[config.mk]
export PLATFORM = sky130hd
export DESIGN_NAME = dfi_rddata_realign
export DESIGN_NICKNAME = d
export VERILOG_FILES = /design/src/rtl/dfi_rddata_realign.sv
export SDC_FILE = /design/constraint.sdc
export NUM_CORES = 1
export LEC_CHECK = 0
export ABC_AREA = 0
export CAP_MARGIN = 20
export CORE_MARGIN = 2
export CORE_UTILIZATION = 63
export CTS_BUF_LIST = sky130_fd_sc_hd__clkbuf_4 sky130_fd_sc_hd__clkbuf_8 sky130_fd_sc_hd__clkbuf_16
export CTS_CLUSTER_SIZE = 28
export DETAILED_ROUTE_END_ITERATION = 12
export GPL_ROUTABILITY_DRIVEN = 1
export PLACE_DENSITY = 0.92
export SYNTH_ARGS = -nofsm -noshare
export SYNTH_HDL_FRONTEND = slang
export SYNTH_SLANG_ARGS = --single-unit
[constraint.sdc]
create_clock -name clk -period 8.3 [get_ports clk]
set_input_delay 1.245 -clock clk [delete_from_list [all_inputs] [get_ports clk]]
set_output_delay 1.245 -clock clk [all_outputs]
set_load 0.02 [all_outputs]
[src/rtl/dfi_rddata_realign.sv]
// rtl/dfi_rddata_realign.sv - per-phase DFI read-return FIFOs re-emitting phase-aligned beats
// Tracks outstanding beats against rddata_en and flags overflow, unexpected data and timeouts.
module dfi_rddata_realign #(
  parameter int PHASE_DW = 32,
  parameter int DEPTH    = 8,
  parameter int CNT_W    = 6
) (
  input  logic                  clk,
  input  logic                  rst_n,
  input  logic                  rden_issue,
  input  logic [4*PHASE_DW-1:0] phy_rddata,
  input  logic [3:0]            phy_rddata_valid,
  input  logic [7:0]            timeout_cfg,
  input  logic                  clr_err,
  output logic [4*PHASE_DW-1:0] out_rddata,
  output logic [3:0]            out_rddata_valid,
  output logic [CNT_W-1:0]      outstanding,
  output logic                  err_overflow,
  output logic                  err_unexpected,
  output logic                  err_timeout
);

  localparam int AW = $clog2(DEPTH);
  localparam logic [CNT_W-1:0] CNT_MAX = '1;

  logic [3:0]            full;
  logic [3:0]            empty;
  logic [3:0]            wr_en;
  logic [3:0]            ovf_hit;
  logic [4*PHASE_DW-1:0] lane_head;
  logic [7:0]            tcnt;
  logic                  flush;
  logic                  pop;

  assign flush = (timeout_cfg != 8'd0) && (tcnt == timeout_cfg);
  assign pop   = ~|empty && !flush;

  for (genvar p = 0; p < 4; p++) begin : g_lane
    logic [PHASE_DW-1:0] mem [DEPTH];
    logic [AW:0]         wptr;
    logic [AW:0]         rptr;

    assign empty[p] = (wptr == rptr);
    assign full[p]  = (wptr[AW] != rptr[AW]) && (wptr[AW-1:0] == rptr[AW-1:0]);
    // A full lane that is popped this cycle frees its slot in time for the write.
    assign wr_en[p]   = phy_rddata_valid[p] && !flush && (!full[p] || pop);
    assign ovf_hit[p] = phy_rddata_valid[p] && !flush && full[p] && !pop;
    assign lane_head[p*PHASE_DW +: PHASE_DW] = mem[rptr[AW-1:0]];

    always_ff @(posedge clk) begin
      if (wr_en[p]) begin
        mem[wptr[AW-1:0]] <= phy_rddata[p*PHASE_DW +: PHASE_DW];
      end
    end

    always_ff @(posedge clk or negedge rst_n) begin
      if (!rst_n) begin
        wptr <= '0;
        rptr <= '0;
      end else if (flush) begin
        wptr <= '0;
        rptr <= '0;
      end else begin
        if (wr_en[p]) wptr <= wptr + (AW+1)'(1);
        if (pop)      rptr <= rptr + (AW+1)'(1);
      end
    end
  end

  always_ff @(posedge clk or negedge rst_n) begin
    if (!rst_n) begin
      outstanding <= '0;
      tcnt        <= '0;
    end else if (flush) begin
      outstanding <= '0;
      tcnt        <= '0;
    end else begin
      if (rden_issue && !pop && outstanding != CNT_MAX) begin
        outstanding <= outstanding + CNT_W'(1);
      end else if (pop && !rden_issue && outstanding != '0) begin
        outstanding <= outstanding - CNT_W'(1);
      end
      tcnt <= (outstanding == '0 || pop) ? 8'd0 : tcnt + 8'd1;
    end
  end

  always_ff @(posedge clk or negedge rst_n) begin
    if (!rst_n) begin
      out_rddata       <= '0;
      out_rddata_valid <= '0;
    end else begin
      out_rddata_valid <= {4{pop}};
      if (pop) out_rddata <= lane_head;
    end
  end

  // Set wins over a coincident clear.
  always_ff @(posedge clk or negedge rst_n) begin
    if (!rst_n) begin
      err_overflow   <= 1'b0;
      err_unexpected <= 1'b0;
      err_timeout    <= 1'b0;
    end else begin
      err_overflow   <= (|ovf_hit) | (err_overflow & ~clr_err);
      err_unexpected <= (pop && outstanding == '0) | (err_unexpected & ~clr_err);
      err_timeout    <= flush | (err_timeout & ~clr_err);
    end
  end

endmodule
==> flow_summary.yaml, run 1 <==
die:
  core_mm2: 0.07173
  die_h_um: 273.7
  die-area_mm2: 0.07493
  fp.dieW_um: 273.7
  num_rows: 98
  initial_core_util: 0.6390
  io_pins: 285
drt:
  antenna_left: 0
  drtIter0Drc: 2410
  post-route-drc-count: 0
  routed_wl_um: 107600
  num_vias: 23434
  vias_per_cell: 6.491
  first_pass_iters: 6
  drt-wirelength-per-cell_um: 29.80
clock_network:
  htreeDepth: 3
  cts-buffers-inserted: 111
  cts_buffer_depth: 3
  cts_tree: "built"
  cts_root_buf: "clkbuf_16"
  clkTransAtPathRegs_ps: 70
  clock_latency_ps: 680
  hold_buffers: 0
  clkSinkCount: 1202
  cts_setup_buffers: 0
  cts_resized: 0
placed_design:
  io_buffer_count: 284
  placed_cell_area_mm2: 0.04988
  place_congestion: 0.7881
  dp_hpwl_um: 56500
  placed_cells: 3385
layout:
  stdcell_count: 3610
  drive_gt1_frac: 0.2158
  fill_cells: 3637
  fin_util: 0.7489
  syn_to_final_growth_pct: 17.20
  finish.instance_area_mm2: 0.05372
  layout.nets: 2706
setup_path:
  cp.arrival_ps: 5580
  crit_path_max_incr_delay_ps: 540
  cp_top_family: "simple AND/OR/NAND/NOR gates"
  crit_top_cell: "a21oi_1"
  cp-start-kind: "primary input"
  crit_path_max_fanout: 98
  worstPathRequired_ps: 8860
  critical_path_class: "primary input to flop"
  slowest_stage: "nand2_8"
  worst-path-buf-inv: 2
  cp_cell_sequence: "clkdlybuf4s50_1 -> xor2_1 -> nor4_1 -> nand3_2 -> buf_4 -> nand2_8 -> nand2b_1 -> ha_1 -> a211oi_1 -> o21bai_1 -> a21oi_1 -> nor2b_1 -> a21oi_1 -> mux2i_1"
  cp-end-kind: "flop"
timing:
  fin_crit_sh: 0.6046
  finalSetupViolCount: 0
  rsz0062_at_grt: "no"
  fin_tns_setup_ps: 0
  maxSlewHeadroom: 0.3201
  fin_worst_skew_ps: 25.33
  period_minus_slack_ps: 5018
  finalHoldViolCount: 0
  worstMarginPinSlew_ps: 1020
  maxSlewViolCount: 0
  max_freq_mhz: 199.3
pwr:
  p_leak_nw: 18.20
  power_mw: 21.36
  ir_drop_mv: 0.4480
  power_density_mw_per_mm2: 397.6
grt:
  grt_use_total: 0.2937
  met3_usage: 0.06658
  grt-ovfl-total: 0
  grt_antenna_before_repair: 20
  grt_max_degree: 99
  grtUsageMet2: 0.5052
  met1_usage: 0.3657
  busiest_layer: "met2"
  grt_pass1_vias: 25184
  grt_pass1_wl_um: 160800
yosys:
  yosysTopAreaCellShare: 0.6708
  syn_avg_cell_area_um2: 20.57
  ys_seq_area_frac: 0.7680
  yosys_warnings: 0
  synthCells: 2228
  synth_nets: 2386
  ys_ff_latch: 1202
  yosys_most_used_dff: "edfxtp_1"
  async_flop_share: 0.1481
  yosysUniqueCellTypes: 47
  synth_area_leaders: "edfxtp_1 (67%), mux4_2 (13%), dfrtp_1 (9.7%)"
  synth_edf_count: 1024
  synth_area_leader_cell: "edfxtp_1"
  syn_area_mm2: 0.04584
status:
  status: "complete, no violations"
flow_run:
  maxCapViolations: 0
hold_path:
  min_path_type: "flop to flop"
-- registers in the layout (all words and copies together) (netlist names) --
name              count
g_lane.mem         1024
out_rddata          128
g_lane.rptr          16
g_lane.wptr          16
tcnt                  8
outstanding           6
err_overflow          1
err_timeout           1
err_unexpected        1
out_rddata_valid      1
-- cell usage after synthesis (2+ instances only) --
library cell,number
o21ai_1,129
nor4b_1,3
nor4_2,4
nor4_1,7
nand2b_1,4
buf_6,4
a211oi_1,2
nor3b_1,10
xor2_1,37
o31ai_1,4
ha_1,13
nor3_1,13
o2111ai_2,4
dfrtp_1,178
o21ai_0,10
mux2i_1,141
xnor2_1,8
a21oi_1,3
buf_4,15
nand2_1,154
clkbuf_1,55
nor2_1,32
and3_1,4
inv_1,15
mux4_2,256
buf_1,15
nand4_1,5
nand3_1,15
nor2_2,4
o211ai_4,3
nor4b_2,3
o211ai_1,3
buf_2,38
edfxtp_1,1024
-- power by group --
group	internal [mW]	switching, mW
registers	7.87	0.793
logic	3.12	4.39
clock network	3.03	2.15
-- stage by stage --
step	hold slack [ps]	worst slack, ps
floorplan	468.2	2191
global placement	467.8	3098
detailed placement	479.0	2808
CTS	493.0	3414
global route	526.8	3107
finish	492.7	3282
-- layout by cell type (no fill, tap or decap), types with 13 or more instances in the layout --
cell | Yosys | layout
buf_4 | 15 | 48
clkbuf_16 | 0 | 115
clkbuf_4 | 0 | 30
clkbuf_8 | 0 | 24
clkdlybuf4s50_1 | 0 | 283
clkinv_2 | 0 | 19
dfrtp_1 | 178 | 166
diode_2 | 0 | 14
edfxtp_1 | 1024 | 1024
ha_1 | 13 | 13
inv_1 | 15 | 15
mux2i_1 | 141 | 141
mux4_2 | 256 | 256
nand2_1 | 154 | 154
nand3_1 | 15 | 14
nor2_1 | 32 | 31
o21ai_1 | 129 | 129
xor2_1 | 37 | 37
-- cell type report --
type                            count  area (um^2)  share of cell area
Inverter                           15        56.30            0.001048
Antenna cell                       14        35.03           0.0006521
Timing Repair Buffer              334         3254             0.06058
Multi-Input combinational cell    884        10150              0.1890
Clock inverter                     43        385.4            0.007174
Tap cell                          950         1189             0.02213
Sequential cell                  1202        35230              0.6558
Clock buffer                      168         3420             0.06365
-- worst paths after layout --
| path | startpoint | end | slack (ps) | cells past startpoint |
|---|---|---|---|---|
| hold / removal | out_rddata[56] | out_rddata[56] | 490 | 2 |
| setup / recovery | timeout_cfg[4] | outstanding[5] | 3280 | 14 |
| max in group asynchronous | rst_n | g_lane[0].rptr[0] | 6370 | 2 |
| min in group asynchronous | rst_n | out_rddata[72] | 650 | 1 |
| setup reg to reg | g_lane[3].rptr[1] | outstanding[5] | 3640 | 13 |
| hold reg to reg | out_rddata[56] | out_rddata[56] | 490 | 2 |
-- tightest hold or removal path: stages (launching register included) --
cell     delay (ps)
dfrtp_1         350
nand2_1          50
o21ai_1          60
-- layer usage --
metal | wire length [um] | vias up | share of wire
li1 | - | 9627 | -
met1 | 37410 | 12230 | 0.35
met2 | 57010 | 1287 | 0.53
met3 | 9351 | 270 | 0.087
met4 | 3661 | 20 | 0.034
met5 | 137 | - | 0.0013
-- cell families after synthesis --
kind of cell    after synthesis  share of synthesized area
fa+ha+maj                    14                   0.003985
mux                         398                     0.1571
buf+inv                     142                    0.01455
flops                      1202                     0.7680
simple gates                262                    0.02672
compound gates              165                    0.02107
xor+xnor                     45                   0.008598
Note: power is estimated with default switching activity, not from simulation.
==> inputs of run 2 (changes only) <==
CORE_UTILIZATION = 59   (was 63)
PLACE_DENSITY = 0.87   (was 0.92)
clock period = 5.13 ns   (was 8.3 ns; I/O delays follow)
==> flow_summary.yaml, run 2 (synthesis gave the netlist of run 1 again) <==
layout:
  multi_input_comb_area_mm2: 0.01021
  largest_register_ff_count: 1024
  layout.nets: 2711
  fill_cells: 4458
  mostFrequentLayoutCells: "edfxtp_1 (1024), clkdlybuf4s50_1 (283), mux4_2 (256)"
  layout_commonest_cell: "edfxtp_1"
  syn_to_final_growth_pct: 17.91
  fin_util: 0.7000
  seqCellArea_mm2: 0.03523
  drive_gt1_frac: 0.2158
timing:
  rsz0062_at_grt: "no"
  finalSetupViolCount: 0
  period_minus_slack_ps: 3652
  fin_tns_setup_ps: 0
  maxSlewViolCount: 0
  whs_ps: 219.6
  fin_worst_skew_ps: 27.11
  worstMarginPinSlew_ps: 1037
  fin_crit_sh: 0.7120
  finalHoldViolCount: 0
  max_freq_mhz: 273.8
  maxSlewHeadroom: 0.3088
grt:
  grt_pass1_wl_um: 145600
  grt_pass1_vias: 23860
  met3_usage: 0.05953
  grt_use_total: 0.2469
  grt_max_degree: 144
  busiest_layer: "met2"
  grtUsageMet2: 0.4107
  met1_usage: 0.3245
  grt_antenna_before_repair: 22
  grt-ovfl-total: 0
clock_network:
  htreeDepth: 3
  cts_buffer_depth: 3
  cts_root_buf: "clkbuf_16"
  cts_resized: 0
  clock_latency_ps: 680
  hold_buffers: 0
  clkSinkCount: 1202
  cts_setup_buffers: 0
  cts_tree: "built"
  cts-buffers-inserted: 113
  clkTransAtPathRegs_ps: 70
pwr:
  seqPwrFrac: 0.400
  p_sw_frac: 0.3325
  ir_drop_mv: 1.010
  p_leak_nw: 18.28
  p_clk_frac: 0.252
  combPwrFrac: 0.348
  p_switching_mw: 11.43
  power_density_mw_per_mm2: 636.2
  power.internal_mw: 22.95
drt:
  first_pass_iters: 5
  drtIter0Drc: 2145
  num_vias: 22484
  antenna_left: 0
  drt-wirelength-per-cell_um: 26.26
  vias_per_cell: 6.075
  routed_wl_um: 97180
  post-route-drc-count: 0
setup_path:
  cp.arrival_ps: 4250
  cp-start-kind: "flop"
  cp_cell_sequence: "xor2_1 -> nor4_2 -> nor4_4 -> nand2_8 -> nand2b_1 -> ha_1 -> a211oi_1 -> o21bai_1 -> a21oi_1 -> nor3_1 -> a21oi_1 -> mux2i_1"
  crit_path_max_incr_delay_ps: 740
  crit_path_max_fanout: 51
  worstPathRequired_ps: 5720
  cp-end-kind: "flop"
  crit_top_cell: "a21oi_1"
  slowest_stage: "dfrtp_4"
  critical_path_class: "flop to flop"
die:
  fp.dieW_um: 282.7
  core_mm2: 0.07721
  io_pins: 285
  num_rows: 102
  die-area_mm2: 0.07994
  die_h_um: 282.7
  initial_core_util: 0.5937
status:
  status: "complete, no violations"
hold_path:
  min_path_type: "primary input to async pin"
placed_design:
  io_buffer_count: 284
  place_congestion: 0.7692
  dp_hpwl_um: 53480
flow_run:
  maxCapViolations: 0
[run 2: area by class of cell]
class	instances	area share
clock inverter	60	0.01361
tap	1040	0.02408
clock buffer	153	0.05947
timing repair buffer	337	0.06063
multi-input combinational	884	0.1889
antenna	10	0.0004630
inverter	15	0.001042
sequential	1202	0.6518
[run 2: final timing paths]
| check | start | to | slack, ps | cells after the start |
|---|---|---|---|---|
| max in group asynchronous | rst_n | out_rddata[28] | 3800 | 2 |
| setup / recovery | g_lane[0].rptr[0] | outstanding[5] | 1480 | 12 |
| setup reg to reg | g_lane[0].rptr[0] | outstanding[5] | 1480 | 12 |
| min in group clk | out_rddata[63] | out_rddata[63] | 480 | 2 |
| hold reg to reg | out_rddata[63] | out_rddata[63] | 480 | 2 |
| hold / removal | rst_n | out_rddata[78] | 220 | 1 |
[run 2: layer usage]
metal  up-vias  wire, um
li1       9617         -
met1     11818     37360
met2       859     49380
met3       164      7746
met4        26      2504
met5         -       185
[run 2: worst max-delay path: cells and delay by family (launching register included)]
kind | cells | cell delay, ps
xor gates and xnor gates | 1 | 270
muxes | 1 | 200
DFF | 1 | 740
adders and majority gates | 1 | 280
and+or+nand+nor | 5 | 1270
AOI/OAI and AO/OA | 4 | 810
[run 2: through the flow]
stage	power [mW]	worst slack, ps	instances	area (um^2)
after floorplan	22.14	452.1	2228	45880
after global routing	36.06	1058	3698	54040
after detailed placement	25.90	823.4	3477	50060
final	34.39	1478	3701	54050
after CTS	34.70	1416	3690	54010
after global placement	25.31	1024	3477	50060
[run 2: power by group through the flow]
stage / combinational, mW / sequential [mW] / clock [mW]
detailed placement: 12.0 / 13.9 / 0
CTS: 12.1 / 13.8 / 8.81
floorplan: 8.03 / 14.1 / 0
global route: 13.0 / 13.9 / 9.16
global placement: 11.5 / 13.8 / 0
finish: 12.0 / 13.8 / 8.67
